### src/rtl/lcd_serial_tx.sv
// ---------------------------------------------------------------------------
// lcd_serial_tx
//   Avalon-MM slave that serialises a CPU-written word onto the LCD panel's
//   lcd_sck / lcd_sda pins, framed by lcd_cs_n, at a programmable SCK rate.
//   Each SCK phase (setup, high, low) lasts H = divisor+1 clk cycles, so one
//   transfer keeps busy high for exactly H*(2*DATA_W+1) cycles.
//
//   Optional feature macro: LCD_SER_IRQ_EN
//     defined     -> irq port present, irq = done & CONTROL.irq_en
//     not defined -> no irq port, CONTROL b2 reads 0 and ignores writes
//
// Ports
//   clk, reset      system clock (rising edge), async active-high reset
//   address[1:0]    0=TXDATA 1=STATUS 2=DIVISOR 3=CONTROL
//   chipselect      slave select; write = chipselect & ~write_n
//   write_n/read_n  active-low strobes (reads are combinational, no wait)
//   writedata[31:0] write data
//   readdata[31:0]  read data, decoded from address only
//   lcd_sck         serial clock, idles low
//   lcd_sda         serial data, changes while lcd_sck is low
//   lcd_cs_n        active-low frame select
//   irq             done interrupt (LCD_SER_IRQ_EN builds only)
// ---------------------------------------------------------------------------
module lcd_serial_tx #(
  parameter int DATA_W      = 8,
  parameter int DIV_W       = 16,
  parameter int DEFAULT_DIV = 4
) (
  input  logic        clk,
  input  logic        reset,
  input  logic [1:0]  address,
  input  logic        chipselect,
  input  logic        write_n,
  input  logic        read_n,
  input  logic [31:0] writedata,
  output logic [31:0] readdata,
  output logic        lcd_sck,
  output logic        lcd_sda,
  output logic        lcd_cs_n
`ifdef LCD_SER_IRQ_EN
  ,
  output logic        irq
`endif
);

  localparam int BIT_W = (DATA_W > 1) ? $clog2(DATA_W) : 1;

`ifdef LCD_SER_IRQ_EN
  localparam logic [2:0] CTRL_MASK = 3'b111;
`else
  localparam logic [2:0] CTRL_MASK = 3'b011;
`endif

  typedef enum logic [1:0] {
    S_IDLE,
    S_SETUP,
    S_HIGH,
    S_LOW
  } state_t;

  state_t              state_q, state_d;
  logic [DATA_W-1:0]   txdata_q, txdata_d;
  logic [DATA_W-1:0]   shift_q, shift_d;
  logic [DIV_W-1:0]    div_q, div_d;
  logic [DIV_W-1:0]    cnt_q, cnt_d;
  logic [BIT_W-1:0]    bit_cnt_q, bit_cnt_d;
  logic [2:0]          ctrl_q, ctrl_d;
  logic                busy_q, busy_d;
  logic                done_q, done_d;
  logic                ovr_q, ovr_d;
  logic                sck_q, sck_d;
  logic                sda_q, sda_d;
  logic                cs_n_q, cs_n_d;

  logic                wr;
  logic                wr_tx, wr_stat, wr_div, wr_ctl;
  logic                phase_end;
  logic [DATA_W-1:0]   shifted;

  // read_n carries no information for a zero-wait combinational read port
  logic                unused_bits;
  assign unused_bits = ^{read_n, writedata};

  assign wr      = chipselect & ~write_n;
  assign wr_tx   = wr && (address == 2'd0);
  assign wr_stat = wr && (address == 2'd1);
  assign wr_div  = wr && (address == 2'd2);
  assign wr_ctl  = wr && (address == 2'd3);

  // The counter runs 0..divisor and stops there, so it never exceeds the
  // divisor register and cannot wrap even when divisor is all ones.
  assign phase_end = (cnt_q == div_q);

  assign shifted = ctrl_q[0] ? (shift_q << 1) : (shift_q >> 1);

  always_comb begin
    state_d   = state_q;
    txdata_d  = txdata_q;
    shift_d   = shift_q;
    div_d     = div_q;
    cnt_d     = cnt_q;
    bit_cnt_d = bit_cnt_q;
    ctrl_d    = ctrl_q;
    busy_d    = busy_q;
    done_d    = done_q;
    ovr_d     = ovr_q;
    sck_d     = sck_q;
    sda_d     = sda_q;
    cs_n_d    = cs_n_q;

    if (wr_tx) begin
      txdata_d = writedata[DATA_W-1:0];
    end

    if (wr_div && (state_q == S_IDLE)) begin
      div_d = writedata[DIV_W-1:0];
    end

    if (wr_ctl && (state_q == S_IDLE)) begin
      ctrl_d = writedata[2:0] & CTRL_MASK;
      // dropping cs_hold releases a frame held open by a previous transfer
      if (!writedata[1]) begin
        cs_n_d = 1'b1;
      end
    end

    // Clears come first so that a set in the same cycle below wins.
    if (wr_stat) begin
      if (writedata[1]) done_d = 1'b0;
      if (writedata[2]) ovr_d  = 1'b0;
    end

    if (wr_tx && (state_q != S_IDLE)) begin
      ovr_d = 1'b1;
    end

    case (state_q)
      S_IDLE: begin
        if (wr_tx) begin
          state_d   = S_SETUP;
          busy_d    = 1'b1;
          cs_n_d    = 1'b0;
          shift_d   = writedata[DATA_W-1:0];
          sda_d     = ctrl_q[0] ? writedata[DATA_W-1] : writedata[0];
          cnt_d     = '0;
          bit_cnt_d = '0;
        end
      end

      S_SETUP: begin
        if (phase_end) begin
          state_d = S_HIGH;
          sck_d   = 1'b1;
          cnt_d   = '0;
        end else begin
          cnt_d = cnt_q + DIV_W'(1);
        end
      end

      S_HIGH: begin
        if (phase_end) begin
          // falling edge: present the next bit for the following rising edge
          state_d = S_LOW;
          sck_d   = 1'b0;
          cnt_d   = '0;
          shift_d = shifted;
          sda_d   = ctrl_q[0] ? shifted[DATA_W-1] : shifted[0];
        end else begin
          cnt_d = cnt_q + DIV_W'(1);
        end
      end

      S_LOW: begin
        if (phase_end) begin
          cnt_d = '0;
          if (bit_cnt_q == BIT_W'(DATA_W - 1)) begin
            state_d = S_IDLE;
            busy_d  = 1'b0;
            done_d  = 1'b1;
            sda_d   = 1'b0;
            cs_n_d  = ~ctrl_q[1];
          end else begin
            state_d   = S_HIGH;
            sck_d     = 1'b1;
            bit_cnt_d = bit_cnt_q + BIT_W'(1);
          end
        end else begin
          cnt_d = cnt_q + DIV_W'(1);
        end
      end

      default: begin
        state_d = S_IDLE;
      end
    endcase
  end

  always_ff @(posedge clk or posedge reset) begin
    if (reset) begin
      state_q   <= S_IDLE;
      txdata_q  <= '0;
      shift_q   <= '0;
      div_q     <= DIV_W'(DEFAULT_DIV);
      cnt_q     <= '0;
      bit_cnt_q <= '0;
      ctrl_q    <= '0;
      busy_q    <= 1'b0;
      done_q    <= 1'b0;
      ovr_q     <= 1'b0;
      sck_q     <= 1'b0;
      sda_q     <= 1'b0;
      cs_n_q    <= 1'b1;
    end else begin
      state_q   <= state_d;
      txdata_q  <= txdata_d;
      shift_q   <= shift_d;
      div_q     <= div_d;
      cnt_q     <= cnt_d;
      bit_cnt_q <= bit_cnt_d;
      ctrl_q    <= ctrl_d;
      busy_q    <= busy_d;
      done_q    <= done_d;
      ovr_q     <= ovr_d;
      sck_q     <= sck_d;
      sda_q     <= sda_d;
      cs_n_q    <= cs_n_d;
    end
  end

  assign lcd_sck  = sck_q;
  assign lcd_sda  = sda_q;
  assign lcd_cs_n = cs_n_q;

`ifdef LCD_SER_IRQ_EN
  assign irq = done_q & ctrl_q[2];
`endif

  always_comb begin
    case (address)
      2'd0:    readdata = 32'(txdata_q);
      2'd1:    readdata = {29'd0, ovr_q, done_q, busy_q};
      2'd2:    readdata = 32'(div_q);
      default: readdata = {29'd0, ctrl_q};
    endcase
  end

endmodule

### config.mk
export PLATFORM = sky130hd
export DESIGN_NAME = lcd_serial_tx
export DESIGN_NICKNAME = d
export VERILOG_FILES = /design/src/rtl/lcd_serial_tx.sv
export SDC_FILE = /design/constraint.sdc
export NUM_CORES = 1
export LEC_CHECK = 0
export ABC_AREA = 1
export CORE_AREA = 3 3 68 134
export DETAILED_ROUTE_END_ITERATION = 10
export DIE_AREA = 0 0 71 137
export PLACE_DENSITY = 0.7
export SYNTH_ARGS = -nofsm -noshare
export SYNTH_HDL_FRONTEND = slang
export SYNTH_SLANG_ARGS = --single-unit
### constraint.sdc
create_clock -name clk -period 2.5 [get_ports clk]
set_clock_uncertainty 0.2 [all_clocks]
set_input_delay 0.625 -clock clk [delete_from_list [all_inputs] [get_ports clk]]
set_output_delay 0.625 -clock clk [all_outputs]
set_load 0.03 [all_outputs]
==> results.md <==
- Run status: complete, no violations
- F_max: around 420 MHz
- Sequential-to-total area share from yosys stat: between 40% and 50%
- RR Startpoint: state_q[0]$_DFFE_PP0P_
- Largest family of logic cells by synthesized area: simple AND/OR/NAND/NOR gates
- Post-synth cell types: 34
- TritonCTS clock tree: yes
- Synth Area in Adders: ~2.8%
- GRT overflow: 0
- Max Cap Violations: 0
- Main area contributors after synthesis: dfrtp_1 41%, nand2_1 15%, o21ai_0 6.2%, inv_1 6.0%, nor2_1 4.9%
- Hold Violations, Final: 0
- Most frequent cells in the layout: 148 x nand2_1, 59 x dfrtp_1, 56 x inv_1, 44 x nor2_1, 40 x o21ai_0
- Pins Over Slew Limit: 0
- Final setup margin: roughly 0.12 ns
- Clk slew on worst S/H paths: 0.05 ns
- Die height: approximately 140 um
- Hold Crit Class: reg2reg
- Slowest CP cell: clkdlybuf4s50_1
- Mapped Cells: approximately 500
- Vias in the first global route: about 3400
- Cell Rows: 47
- Avg Inst Size Synth: 7.30 um2
- Crit Path Category: reg2out
- Post-synthesis compound-gate area fraction: roughly 13%
- DR vias: approximately 3400
- Count of input and output buffers: 40
- R2R Setup Slk: ~0.38 ns
- Drt pass-1 iters: 4
- Pin count of the biggest net entering global routing: 26
- Simple-Gate Fraction of Synth Area: between 20% and 30%
- Synthesis-to-finish area growth: 29.0%
- Global placement routability congestion: around 0.89
- H-tree depth: 3
- Util after Layout: 56.9%
- Core area: around 0.008 mm2
- Post-Synth XOR/XNOR Area: less than 1%
- Clk Tree Root Cell: clkbuf_16
- DRC errors left: 0
- Yosys reg bits: 61
- Crit path launch type: flop
- Worst path max stage delay: 0.67 ns
- Most common cell after layout, fill and taps aside: nand2_1
- CP Cell Sequence: clkdlybuf4s50_1
- Synth Cell Area: 0.00363 mm2
- Post-DRT Antenna Nets: 0
- Crit-path leading delay family: buffers and inverters
- Worst Path Arrival: 1.55 ns
- Crit path capture type: output port
- Worst-path fanout max: 3
- Pleak: roughly 2.3 nW
- ANT cells: 0
- Layout cells sized above 1: 19.4%
- DR vias/cell: between 5 and 6
- Dpl hpwl: around 7200 um
- Total clock sinks: roughly 60
- Routed length per instance: around 14 um
- Hold Startpoint: shift_q[2]$_DFFE_PP0P_
- Count of final setup violators: 0
- Share of the synthesized area in the top cell type: just over 40%
- Synth warnings: 0
- Worst vdd ir: around 440 uV
- # IOs: 74
- Max Root-Sink Buffers: 2
- Worst-Skew Late Latency: approximately 0.34 ns
- RSZ-0062 raised after global routing: false
- Bufs and invs on worst path: 1
- Min cycle time layout: 2.38 ns
- DR iter-0 viols: 146
- CP required: 1.67 ns
- Post-synthesis mux area share: 0%
- Hold Crit Endpoint: shift_q[2]$_DFFE_PP0P_
- Starting Density: roughly 44%
- GRT Util Overall: about a fifth
- Pre-CTS WS: -0.275 ns
- Total Wirelength: 9390 um
- Initial antenna violation count: 0
- RR Endpoint: cnt_q[7]$_DFFE_PP0P_
- Hold Path Cell Cnt: 2
- Worst hold slack: 0.276 ns
- First-pass GRT wire length: roughly 15000 um
- Nets: 614
- Power per cell area: 1070 mW/mm2
- TritonCTS buffer count: 9
- Die Span X: between 70 and 80 um
- R2R depth: 9
- Final period util: between 90% and 100%
- Yosys top cell by area: dfrtp_1
- Die area: 0.00973 mm2
## registers in the layout (all words and copies together), names as in the netlist
register and cells:
lcd_sck 1, ctrl_q 2, state_q 2, cnt_q 16, shift_q 8, lcd_cs_n 1
txdata_q 8, ovr_q 1, bit_cnt_q 3, busy_q 1, div_q 16, done_q 1
lcd_sda 1
## per-stage QoR
| stage | power, W | TNS, ns | instances | instance area, um2 |
|---|---|---|---|---|
| 2_1_floorplan | 0.00300 | 0 | 513 | 3690 |
| 3_3_place_gp | 0.00356 | -6.77 | 652 | 4260 |
| 3_5_place_dp | 0.00362 | -7.48 | 652 | 4260 |
| 4_1_cts | 0.00506 | 0 | 669 | 4670 |
| 5_1_grt | 0.00541 | 0 | 670 | 4690 |
| 6_report | 0.00503 | 0 | 670 | 4690 |
## metal layers
layer | track usage [%] | part of all wire (%)
met1 | 18.7 | 34
met2 | 38.8 | 56
met3 | 4.78 | 3.6
met4 | 13.6 | 5.9
met5 | 0 | 0
## worst max path at each step
stage | to | cells past startpoint | slack, ns | startpoint
after floorplan | bit_cnt_q[0]$_DFFE_PP0P_ | 1 | 0.17 | reset
after detailed placement | readdata[1] | 8 | -0.28 | address[1]
after CTS | readdata[0] | 8 | 0.01 | address[1]
final | lcd_cs_n | 1 | 0.12 | lcd_cs_n$_DFF_PP1_
after global placement | readdata[1] | 8 | -0.28 | address[1]
after global routing | readdata[0] | 3 | 0.07 | ctrl_q[0]$_DFFE_PP0N_
## synth_stat cells (all sizes together)
master / count
dfrtp: 59
buf: 19
a21oi: 14
o21ai: 58
and3: 2
nand2: 153
conb: 1
a22oi: 3
nor2: 54
clkbuf: 8
nand3: 18
nor3: 6
o2111ai: 2
inv: 70
xor2: 4
or2: 2
o22ai: 3
dfstp: 2
nand4: 9
o211ai: 1
ha: 8
nand3b: 2
## cell families after synthesis
family / count (synthesis)
AOI/OAI and AO/OA: 81
other: 1
and+or+nand+nor: 246
adders and majority gates: 8
buffers and inverters: 97
DFF: 61
xor gates and xnor gates: 4
## where the power goes
part / total [W] / internal (W) / switching, W
clock: 0.00136 / 0.000922 / 0.000434
combinational: 0.00214 / 0.000791 / 0.00135
sequential: 0.00154 / 0.00132 / 0.000217
## worst reg2reg max path, cell delays in order (launching register included)
cell and delay [ns]:
dfrtp_1 0.41, inv_1 0.15, ha_1 0.27, inv_1 0.12, nor2_4 0.21, inv_4 0.09, buf_4 0.14, nand2_1 0.16
inv_2 0.12, nor3_1 0.17
## cell type report
type	instances	area, um2
clock buffer	12	256
clock inverter	4	70.1
fill	772	3550
inverter	70	268
multi-input combinational	355	1780
sequential	61	1530
tap	98	123
timing repair buffer	70	656
## repair_timing
item                                    4_1_cts  5_1_grt
pin swaps                                     3        2
endpoints found under the hold margin         0        0
resized for setup                            26        7
cloned                                        0        0
endpoints found under the setup margin       16        6
setup buffers                                 2        1
hold buffers                                  0        0
(Power assumes the default switching activity.)
